===== src/rtl/cnn_pkg.sv =====
// Shared fixed-point constants and sequencer state type for the CNN layer blocks.
// All bias/activation values are signed Q1.7.
package cnn_pkg;

  localparam int unsigned FRAC      = 7;
  localparam int          Q_MAX     = 127;
  localparam int          Q_MIN     = -128;
  localparam int unsigned ACC_W_DEF = 24;

  typedef enum logic [1:0] {
    StIdle,
    StRun,
    StDrain,
    StDone
  } state_e;

endpackage


===== src/rtl/conv_bias_act_seq_if.sv =====
// Streaming and bias-ROM signals of one conv layer's bias/activation stage.
// master = the sequencer, slave = MAC array, next-layer buffer and ROM together.
interface conv_bias_act_seq_if #(
  parameter int unsigned ACC_W = 24,
  parameter int unsigned CH_W  = 5
);

  logic                    in_valid;
  logic                    in_ready;
  logic signed [ACC_W-1:0] in_acc;
  logic [15:0]             rom_row;
  logic [15:0]             rom_col;
  logic signed [7:0]       rom_data;
  logic                    out_valid;
  logic                    out_ready;
  logic signed [7:0]       out_data;
  logic [CH_W-1:0]         out_ch;
  logic                    out_last;

  modport master (
    input  in_valid, in_acc, rom_data, out_ready,
    output in_ready, rom_row, rom_col, out_valid, out_data, out_ch, out_last
  );

  modport slave (
    output in_valid, in_acc, rom_data, out_ready,
    input  in_ready, rom_row, rom_col, out_valid, out_data, out_ch, out_last
  );

endinterface


===== src/rtl/q17_round_sat.sv =====
// Adds a Q1.7 bias to a Q.14 accumulator, rounds half up to Q1.7, saturates and
// optionally applies ReLU. Purely combinational.
module q17_round_sat
  import cnn_pkg::*;
#(
  parameter int unsigned ACC_W   = ACC_W_DEF,
  parameter bit          RELU_EN = 1'b1
) (
  input  logic signed [ACC_W-1:0] acc,
  input  logic signed [7:0]       bias,
  output logic signed [7:0]       result
);

  // Two guard bits keep the bias add and rounding constant from overflowing.
  localparam int unsigned SW = ACC_W + 2;

  localparam logic signed [SW-1:0] RND   = SW'(1) <<< (FRAC - 1);
  localparam logic signed [SW-1:0] MAX_X = SW'(Q_MAX);
  localparam logic signed [SW-1:0] MIN_X = SW'(Q_MIN);

  logic signed [SW-1:0] acc_x;
  logic signed [SW-1:0] bias_x;
  logic signed [SW-1:0] sum;
  logic signed [SW-1:0] shifted;

  always_comb begin
    acc_x   = {{2{acc[ACC_W-1]}}, acc};
    bias_x  = {{(SW-8){bias[7]}}, bias};
    sum     = acc_x + (bias_x <<< FRAC) + RND;
    shifted = sum >>> FRAC;
    if (shifted > MAX_X) begin
      result = 8'sd127;
    end else if (shifted < MIN_X) begin
      result = -8'sd128;
    end else begin
      result = shifted[7:0];
    end
    if (RELU_EN && result[7]) begin
      result = '0;
    end
  end

endmodule


===== src/rtl/conv_bias_act_seq.sv =====
// Walks the output channels of one conv layer pass, fetches each channel's bias
// from the external ROM and emits the biased, rounded, saturated activation.
module conv_bias_act_seq
  import cnn_pkg::*;
#(
  parameter int unsigned NUM_CH  = 32,
  parameter int unsigned CH_W    = 5,
  parameter int unsigned ACC_W   = ACC_W_DEF,
  parameter bit          RELU_EN = 1'b1
) (
  input  logic                clk,
  input  logic                rst,
  input  logic                start,
  input  logic [15:0]         num_pixels,
  output logic                busy,
  output logic                done,
  conv_bias_act_seq_if.master bus
);

  state_e state_q, state_d;

  logic [CH_W-1:0]   ch_q;
  logic [15:0]       pix_q;
  logic [15:0]       npix_q;
  logic              busy_q;
  logic              done_q;
  logic              out_valid_q;
  logic signed [7:0] out_data_q;
  logic [CH_W-1:0]   out_ch_q;
  logic              out_last_q;

  logic              in_ready;
  logic              fire;
  logic              out_fire;
  logic              ch_wrap;
  logic              last_word;
  logic signed [7:0] act;

  q17_round_sat #(
    .ACC_W  (ACC_W),
    .RELU_EN(RELU_EN)
  ) u_round_sat (
    .acc   (bus.in_acc),
    .bias  (bus.rom_data),
    .result(act)
  );

  always_comb begin
    ch_wrap   = (ch_q == CH_W'(NUM_CH - 1));
    last_word = ch_wrap && (pix_q == npix_q - 16'd1);
    in_ready  = (state_q == StRun) && (!out_valid_q || bus.out_ready);
    fire      = bus.in_valid && in_ready;
    out_fire  = out_valid_q && bus.out_ready;

    state_d = state_q;
    unique case (state_q)
      StIdle:  if (start) state_d = (num_pixels == 16'd0) ? StDone : StRun;
      StRun:   if (fire && last_word) state_d = StDrain;
      StDrain: if (out_fire) state_d = StDone;
      StDone:  state_d = StIdle;
      default: state_d = StIdle;
    endcase
  end

  always_ff @(posedge clk) begin
    if (rst) begin
      state_q     <= StIdle;
      ch_q        <= '0;
      pix_q       <= '0;
      npix_q      <= '0;
      busy_q      <= 1'b0;
      done_q      <= 1'b0;
      out_valid_q <= 1'b0;
      out_data_q  <= '0;
      out_ch_q    <= '0;
      out_last_q  <= 1'b0;
    end else begin
      state_q <= state_d;
      // busy and done both flip on the edge that leaves StDone.
      done_q  <= (state_q == StDone);
      if (state_q == StDone) begin
        busy_q <= 1'b0;
      end
      if ((state_q == StIdle) && start) begin
        npix_q <= num_pixels;
        ch_q   <= '0;
        pix_q  <= '0;
        busy_q <= 1'b1;
      end
      if (fire) begin
        ch_q        <= ch_wrap ? '0 : ch_q + CH_W'(1);
        pix_q       <= ch_wrap ? pix_q + 16'd1 : pix_q;
        out_valid_q <= 1'b1;
        out_data_q  <= act;
        out_ch_q    <= ch_q;
        out_last_q  <= last_word;
      end else if (out_fire) begin
        out_valid_q <= 1'b0;
      end
    end
  end

  assign busy          = busy_q;
  assign done          = done_q;
  assign bus.in_ready  = in_ready;
  assign bus.rom_row   = {{(16 - CH_W){1'b0}}, ch_q};
  assign bus.rom_col   = '0;
  assign bus.out_valid = out_valid_q;
  assign bus.out_data  = out_data_q;
  assign bus.out_ch    = out_ch_q;
  assign bus.out_last  = out_last_q;

endmodule


===== src/flat_wrapper.sv =====
// flat-port wrapper written by rule: the top's interface ports become plain ports
module conv_bias_act_seq_flat import cnn_pkg::*;
#(
  parameter int unsigned NUM_CH  = 32,
  parameter int unsigned CH_W    = 5,
  parameter int unsigned ACC_W   = ACC_W_DEF,
  parameter bit          RELU_EN = 1'b1
)
  (clk, rst, start, num_pixels, busy, done, bus_in_valid, bus_in_acc, bus_rom_data, bus_out_ready, bus_in_ready, bus_rom_row, bus_rom_col, bus_out_valid, bus_out_data, bus_out_ch, bus_out_last);
  conv_bias_act_seq_if #(.ACC_W(ACC_W), .CH_W(CH_W)) bus_i ();
  input  logic clk;
  input  logic rst;
  input  logic start;
  input  logic [15:0] num_pixels;
  output logic busy;
  output logic done;
  input wire logic [$bits(bus_i.in_valid)-1:0] bus_in_valid;
  input wire logic [$bits(bus_i.in_acc)-1:0] bus_in_acc;
  input wire logic [$bits(bus_i.rom_data)-1:0] bus_rom_data;
  input wire logic [$bits(bus_i.out_ready)-1:0] bus_out_ready;
  output wire logic [$bits(bus_i.in_ready)-1:0] bus_in_ready;
  output wire logic [$bits(bus_i.rom_row)-1:0] bus_rom_row;
  output wire logic [$bits(bus_i.rom_col)-1:0] bus_rom_col;
  output wire logic [$bits(bus_i.out_valid)-1:0] bus_out_valid;
  output wire logic [$bits(bus_i.out_data)-1:0] bus_out_data;
  output wire logic [$bits(bus_i.out_ch)-1:0] bus_out_ch;
  output wire logic [$bits(bus_i.out_last)-1:0] bus_out_last;
  assign bus_i.in_valid = bus_in_valid;
  assign bus_i.in_acc = bus_in_acc;
  assign bus_i.rom_data = bus_rom_data;
  assign bus_i.out_ready = bus_out_ready;
  assign bus_in_ready = bus_i.in_ready;
  assign bus_rom_row = bus_i.rom_row;
  assign bus_rom_col = bus_i.rom_col;
  assign bus_out_valid = bus_i.out_valid;
  assign bus_out_data = bus_i.out_data;
  assign bus_out_ch = bus_i.out_ch;
  assign bus_out_last = bus_i.out_last;
  conv_bias_act_seq #(.NUM_CH(NUM_CH), .CH_W(CH_W), .ACC_W(ACC_W), .RELU_EN(RELU_EN)) u_core (.clk(clk), .rst(rst), .start(start), .num_pixels(num_pixels), .busy(busy), .done(done), .bus(bus_i));
endmodule

===== config.mk =====
export PLATFORM = sky130hd
export DESIGN_NAME = conv_bias_act_seq_flat
export DESIGN_NICKNAME = d
export VERILOG_FILES = /design/src/rtl/cnn_pkg.sv /design/src/rtl/conv_bias_act_seq_if.sv /design/src/rtl/q17_round_sat.sv /design/src/rtl/conv_bias_act_seq.sv /design/src/flat_wrapper.sv
export SDC_FILE = /design/constraint.sdc
export NUM_CORES = 1
export LEC_CHECK = 0
export BUFFER_PORTS_ARGS = -buffer_cell sky130_fd_sc_hd__buf_4
export CORE_ASPECT_RATIO = 2
export CORE_MARGIN = 2
export CORE_UTILIZATION = 45
export DETAILED_ROUTE_END_ITERATION = 16
export PLACE_DENSITY = 0.71
export RECOVER_POWER = 25
export SLEW_MARGIN = 40
export SYNTH_ARGS = -nofsm -noshare
export SYNTH_HDL_FRONTEND = slang
export SYNTH_SLANG_ARGS = --single-unit

===== constraint.sdc =====
create_clock -name clk -period 4.6 [get_ports clk]
set_input_delay 0.46 -clock clk [delete_from_list [all_inputs] [get_ports clk]]
set_output_delay 0.46 -clock clk [all_outputs]
set_load 0.02 [all_outputs]

After elaboration in Yosys (flattened, before gate mapping)

Cells that the tools add are included.

Output and inout bits: 50
Register bits after elaboration: 56
Input bits: 53

Reductions and logical operators: 15
$add $sub $neg: 5
Equality and inequality tests: 9
$lt $le $gt $ge: 2
Multiplexer cells: 18

Operator list:

| operator                                                                         | number |
|---|---|
| 16-bit 2-to-1 mux                                                                | 3 |
| 25-bit by 8-bit adder with 26-bit output, second input constant                  | 1 |
| 24-bit by 15-bit adder with 25-bit output                                        | 1 |
| 19-bit by 8-bit greater-than comparator with 1-bit output, second input constant | 1 |
| 19-bit by 8-bit less-than comparator with 1-bit output, second input constant    | 1 |
| 16-bit by 1-bit adder with 16-bit output, second input constant                  | 1 |
| 16-bit == test                                                                   | 1 |
| 16-bit logical NOT                                                               | 1 |
| 8-bit 2-to-1 mux                                                                 | 2 |
| 16-bit by 1-bit subtractor with 16-bit output, second input constant             | 1 |
| 5-bit 2-to-1 mux                                                                 | 3 |
| 2-bit 2-to-1 mux                                                                 | 4 |
| 2-bit case mux with 4 select lines                                               | 1 |
| 7-bit 2-to-1 mux                                                                 | 1 |
| 1-bit logical AND                                                                | 6 |
| 2-bit != test, second input constant                                             | 3 |
| 2-bit nonzero test                                                               | 3 |
| 5-bit by 1-bit adder with 5-bit output, second input constant                    | 1 |
| 5-bit == test, second input constant                                             | 1 |
| 2-bit == test, second input constant                                             | 2 |
| 1-bit 2-to-1 mux                                                                 | 4 |
| 3-bit AND reduction                                                              | 1 |
| 2-bit by 1-bit == test with 1-bit output, second input constant                  | 1 |
| 2-bit logical NOT                                                                | 1 |
| 4 further kinds                                                                  | 4 |

Longest topological paths before layout

Depth after elaboration: 7
Mapped depth: 11

Hierarchy

From an unflattened synthesis, not the netlist that was laid out.

Cell total of the unflattened synthesis: 551
Area, all modules: 4256.6 um^2

Modules (own cells, without submodules):

| module            | area each (um^2) | cells an instance | sequential area each (um^2) | times used |
|---|---|---|---|---|
| conv_bias_act_seq | 3065.4           | 386               | 1121.1                      | 1 |
| q17_round_sat     | 1191.1           | 165               | 0.0                         | 1 |

Worst setup path after synthesis

No wires, ideal clock.

Path kind: input -> register
Start point: input port bus_rom_data[5]
End point: register u_core.out_data_q[0] (netlist: u_core.bus.out_data[0])
Stages: 10
Library setup time: 160 ps
Buffers on the path: 0
Path slack: 1535 ps
Data arrival time: 2905 ps
Path through: ha_1 -> a2111oi_0 -> a2111oi_0 -> o21ai_0 -> a31oi_1 -> or2_2 -> a221oi_1 -> nand3_1 -> o21ai_1 -> a311oi_1

Word-level cells in the longest chain between the ends: 6

RTL lines:

| item                                                   | line                    | text |
|---|---|---|
| from (decl)                                            | flat_wrapper.sv:19      | `input wire logic [$bits(bus_i.rom_data)-1:0] bus_rom_data;` |
| 24-bit by 15-bit adder with 25-bit output *            | q17_round_sat.sv:29     | `sum = acc_x + (bias_x <<< FRAC) + RND;` |
| 25-bit by 8-bit adder with 26-bit output *             | q17_round_sat.sv:29     |  |
| 19-bit by 8-bit less-than comparator with 1-bit output | q17_round_sat.sv:33     | `end else if (shifted < MIN_X) begin` |
| 8-bit 2-to-1 mux                                       | q17_round_sat.sv:33     |  |
| 8-bit 2-to-1 mux *                                     | q17_round_sat.sv:31     | `if (shifted > MAX_X) begin` |
| 7-bit 2-to-1 mux *                                     | q17_round_sat.sv:38     | `if (RELU_EN && result[7]) begin` |
| to (signal assigned)                                   | conv_bias_act_seq.sv:94 | `out_data_q <= act;` |
| to (decl)                                              | conv_bias_act_seq.sv:28 | `logic signed [7:0] out_data_q;` |

Every way passes the cells marked *; elsewhere a longest branch is shown, timed or not.
A chain may end at the register's enable or synchronous reset.

Final worst setup path

Start point: input port bus_rom_data[5]
End point: register u_core.out_data_q[1] (netlist: u_core.bus.out_data[1])

The elaborated chain is that of the path after synthesis.

==> metrics.csv <==
stage,metric,value,unit
run_status,status,"complete, but fails checks",
run_status,failed_checks,"max-capacitance violations, max-slew violations",
clock_tree,clk_pin_slew,0.07,ns
sta,hold_viol,0,
setup_path,cp-start-kind,input port,
grt,grt_pass1_wl,17.0,mm
setup_path,critPathBufInv,1,
sta,slew_headroom,-41.8,%
sta,slew_violations,49,
clock_tree,cts_made_buffers,5,
setup_path,cp_slowest_cell,a221oi_1,
yosys,yosysMostFrequentCell,nand2_1,
floorplanning,die_x,70.9,um
routing,viasPerCell,5.60,
yosys,ys_warn_count,0,
grt,grt_use_met1,20.0,%
power_and_ir_drop,ir_drop,0.256,mV
clock_tree,cts_hold_buffers,0,
floorplanning,core_area,8650,um^2
sta,tightestPinTransition,2.13,ns
setup_path,critPathMaxStageDelay,0.70,ns
sta,layout_setup_ws,0.791,ns
clock_tree,clockRootBuffer,clkbuf_16,
routing,wire_per_inst,15.3,um
clock_tree,clock-sinks,55,
grt,grt_overflow,0,
setup_path,required,4.67,ns
clock_tree,cts_tree,yes,
sta,setup_viol,0,
sta,max_freq,263,MHz
setup_path,cpMostUsedCell,a2111oi_0,
floorplanning,io_pins,103,
yosys,synth_commonest_cells,"nand2_1 (77), a21oi_1 (58), dfxtp_1 (55), nor2_1 (52), buf_4 (28)",
finish,final_nets,674,
routing,drc,0,
sta,skew,0.00335,ns
setup_path,arrival,3.88,ns
routing,drt_iter0_markers,249,
yosys,synth_edf_count,0,
grt,grt_pass1_vias,3657,
yosys,syn_inst,535,
yosys,yosysSeqAreaShare,27.3,%
sta,finalCriticalPeriod,3.81,ns
floorplanning,die_area,9770,um^2
yosys,synthFlopType,dfxtp_1,
yosys,synth_seq_cells,55,
clock_tree,cts_buffer_depth,2,
routing,vias,3889,
finish,antenna_cells,0,
sta,finalSetupTns,0,ns
finish,syn2layout_area_growth,15.2,%
grt,grt_max_degree,49,
clock_tree,htreeDepth,2,
grt,busiest_layer,met2,
finish,drive_gt1_share,12.1,%
clock_tree,clk_latency,0.30,ns
floorplanning,start_util,46.6,%
sta,grt_setup_unrepaired,false,
place,gp_congestion,0.894,
yosys,ys_types,56,
yosys,async_reset_ff_share,0,%
place,port_buffers,68,
routing,firstDrtPassIters,4,
yosys,synth_area_leaders,"dfxtp_1 (27%), ha_1 (8.1%), a21oi_1 (7.2%)",
routing,antenna_left,0,
grt,antenna_found_initial,0,
grt,use_met3,2.12,%
setup_path,crit_path_end_kind,register,
power_and_ir_drop,p_leak,1.86,nW
setup_path,cpLargestDelayFamily,compound AO/OA/AOI/OAI gates,
sta,post-route-period-util,82.8,%
yosys,syn_area,4030,um^2
setup_path,worstPathCellList,"buf_4, ha_1, a2111oi_0, a2111oi_0, o21ai_0, a31oi_1, or2_2, a221oi_1, nand3_1, o21ai_1, a311oi_1",
power_and_ir_drop,power_density,397,nW/um^2
yosys,synth_top_cell_area_share,27.3,%
run,cap_violations,1,
sta,holdWs,0.411,ns
yosys,yosysTopAreaCell,dfxtp_1,
yosys,avgSynthCellArea,7.53,um^2
floorplanning,fp.dieH,138,um
grt,grt_use_met2,45.7,%
clock_tree,cts_setup_buffers,0,
clock_tree,cts_resized,0,
worst_hold_path,hold_path.class,input port to register,
floorplanning,rows,48,
setup_path,crit_fanout,7,
grt,grtUsageTotal,21.7,%
setup_path,crit_type,input port to register,
place,dpl_worst_slack,0.633,ns
place,hpwl,8.48,mm
routing,wl,10.6,mm
area by class of cell:
cell class                 instances  area [um^2]
fill                             885         4010
tap                              100          125
clock buffer                       5          125
timing repair buffer              72          469
multi-input combinational        442         2680
inverter                          18         67.6
sequential                        55         1100
clock inverter                     3         67.6
layer usage:
layer | routed length, um | vias to the layer above | part of all wire [%]
met5 | 0 | - | 0
met4 | 336 | 0 | 3.2
met3 | 279 | 17 | 2.6
met2 | 6360 | 98 | 60
met1 | 3640 | 1812 | 34
li1 | - | 1962 | -
cells in the final DEF, fill, tap and decap left out, drive strengths merged, types with 3 or more instances in the layout:
| cell | n |
|---|---|
| o21ai | 21 |
| mux2i | 3 |
| nand4 | 11 |
| and3 | 5 |
| xnor2 | 14 |
| nand3 | 18 |
| buf | 53 |
| o31ai | 3 |
| o211ai | 3 |
| a311oi | 12 |
| conb | 28 |
| nand2b | 8 |
| xor2 | 16 |
| o21a | 4 |
| a31oi | 5 |
| a211oi | 9 |
| nor2 | 52 |
| ha | 26 |
| a21o | 3 |
| nor3 | 8 |
| nand3b | 3 |
| nor3b | 5 |
| inv | 18 |
| nor2b | 6 |
| dfxtp | 55 |
| nor4 | 8 |
| nand2 | 77 |
| and2 | 3 |
| clkbuf | 24 |
| or3 | 6 |
| a21oi | 58 |
cells by family after synthesis:
group / Yosys count / share of synthesized area (%)
AO/OA/AOI/OAI: 134 / 21.2
XOR/XNOR: 30 / 6.53
adder cells (fa/ha/maj): 27 / 8.58
buffers and inverters: 65 / 8.67
flip-flops: 55 / 27.3
multiplexers: 5 / 1.31
other: 1 / 0.0931
AND/OR/NAND/NOR: 218 / 26.3
worst min-delay path, stage by stage:
cell     delay (ns)
buf_4          0.11
nand2_1        0.05
a21oi_1        0.05
per-stage QoR:
| step | cells | instance area [um^2] | total power (W) | util (%) |
|---|---|---|---|---|
| 2_1_floorplan | 562 | 4130 | 0.00117 | - |
| 3_5_place_dp | 687 | 4510 | 0.00137 | 52.2 |
| 4_1_cts | 695 | 4700 | 0.00186 | 54.4 |
| 6_report | 695 | 4640 | 0.00184 | 53.6 |
| 5_1_grt | 695 | 4640 | 0.00196 | 53.6 |
| 3_3_place_gp | 687 | 4510 | 0.00135 | 52.2 |
worst paths after layout:
| kind | start | endpoint | slack (ns) | cells after the start |
|---|---|---|---|---|
| setup / recovery | bus_rom_data[5] | u_core.bus.out_data[1] | 0.79 | 11 |
| setup reg to reg | u_core.npix_q[0] | u_core.state_q[0] | 1.28 | 10 |
| hold / removal | num_pixels[11] | u_core.npix_q[11] | 0.41 | 3 |
| hold reg to reg | u_core.bus.out_ch[3] | u_core.bus.out_ch[3] | 0.46 | 2 |
flip-flops by register name, summed over array words and instances, names as in the netlist:
| name | count |
|---|---|
| u_core.done | 1 |
| u_core.bus.out_last | 1 |
| u_core.pix_q | 16 |
| u_core.bus.out_valid | 1 |
| u_core.bus.out_ch | 5 |
| u_core.ch_q | 5 |
| u_core.npix_q | 16 |
| u_core.bus.out_data | 7 |
| u_core.state_q | 2 |
| u_core.busy | 1 |
where the power goes:
group	leakage, nW	internal, W	total [W]	switching (W)
registers	0.447	0.000524	0.000577	0.0000532
clock network	0.0900	0.000312	0.000492	0.000180
logic	1.32	0.000297	0.000774	0.000477
Note: power is estimated with default switching activity, not from simulation.
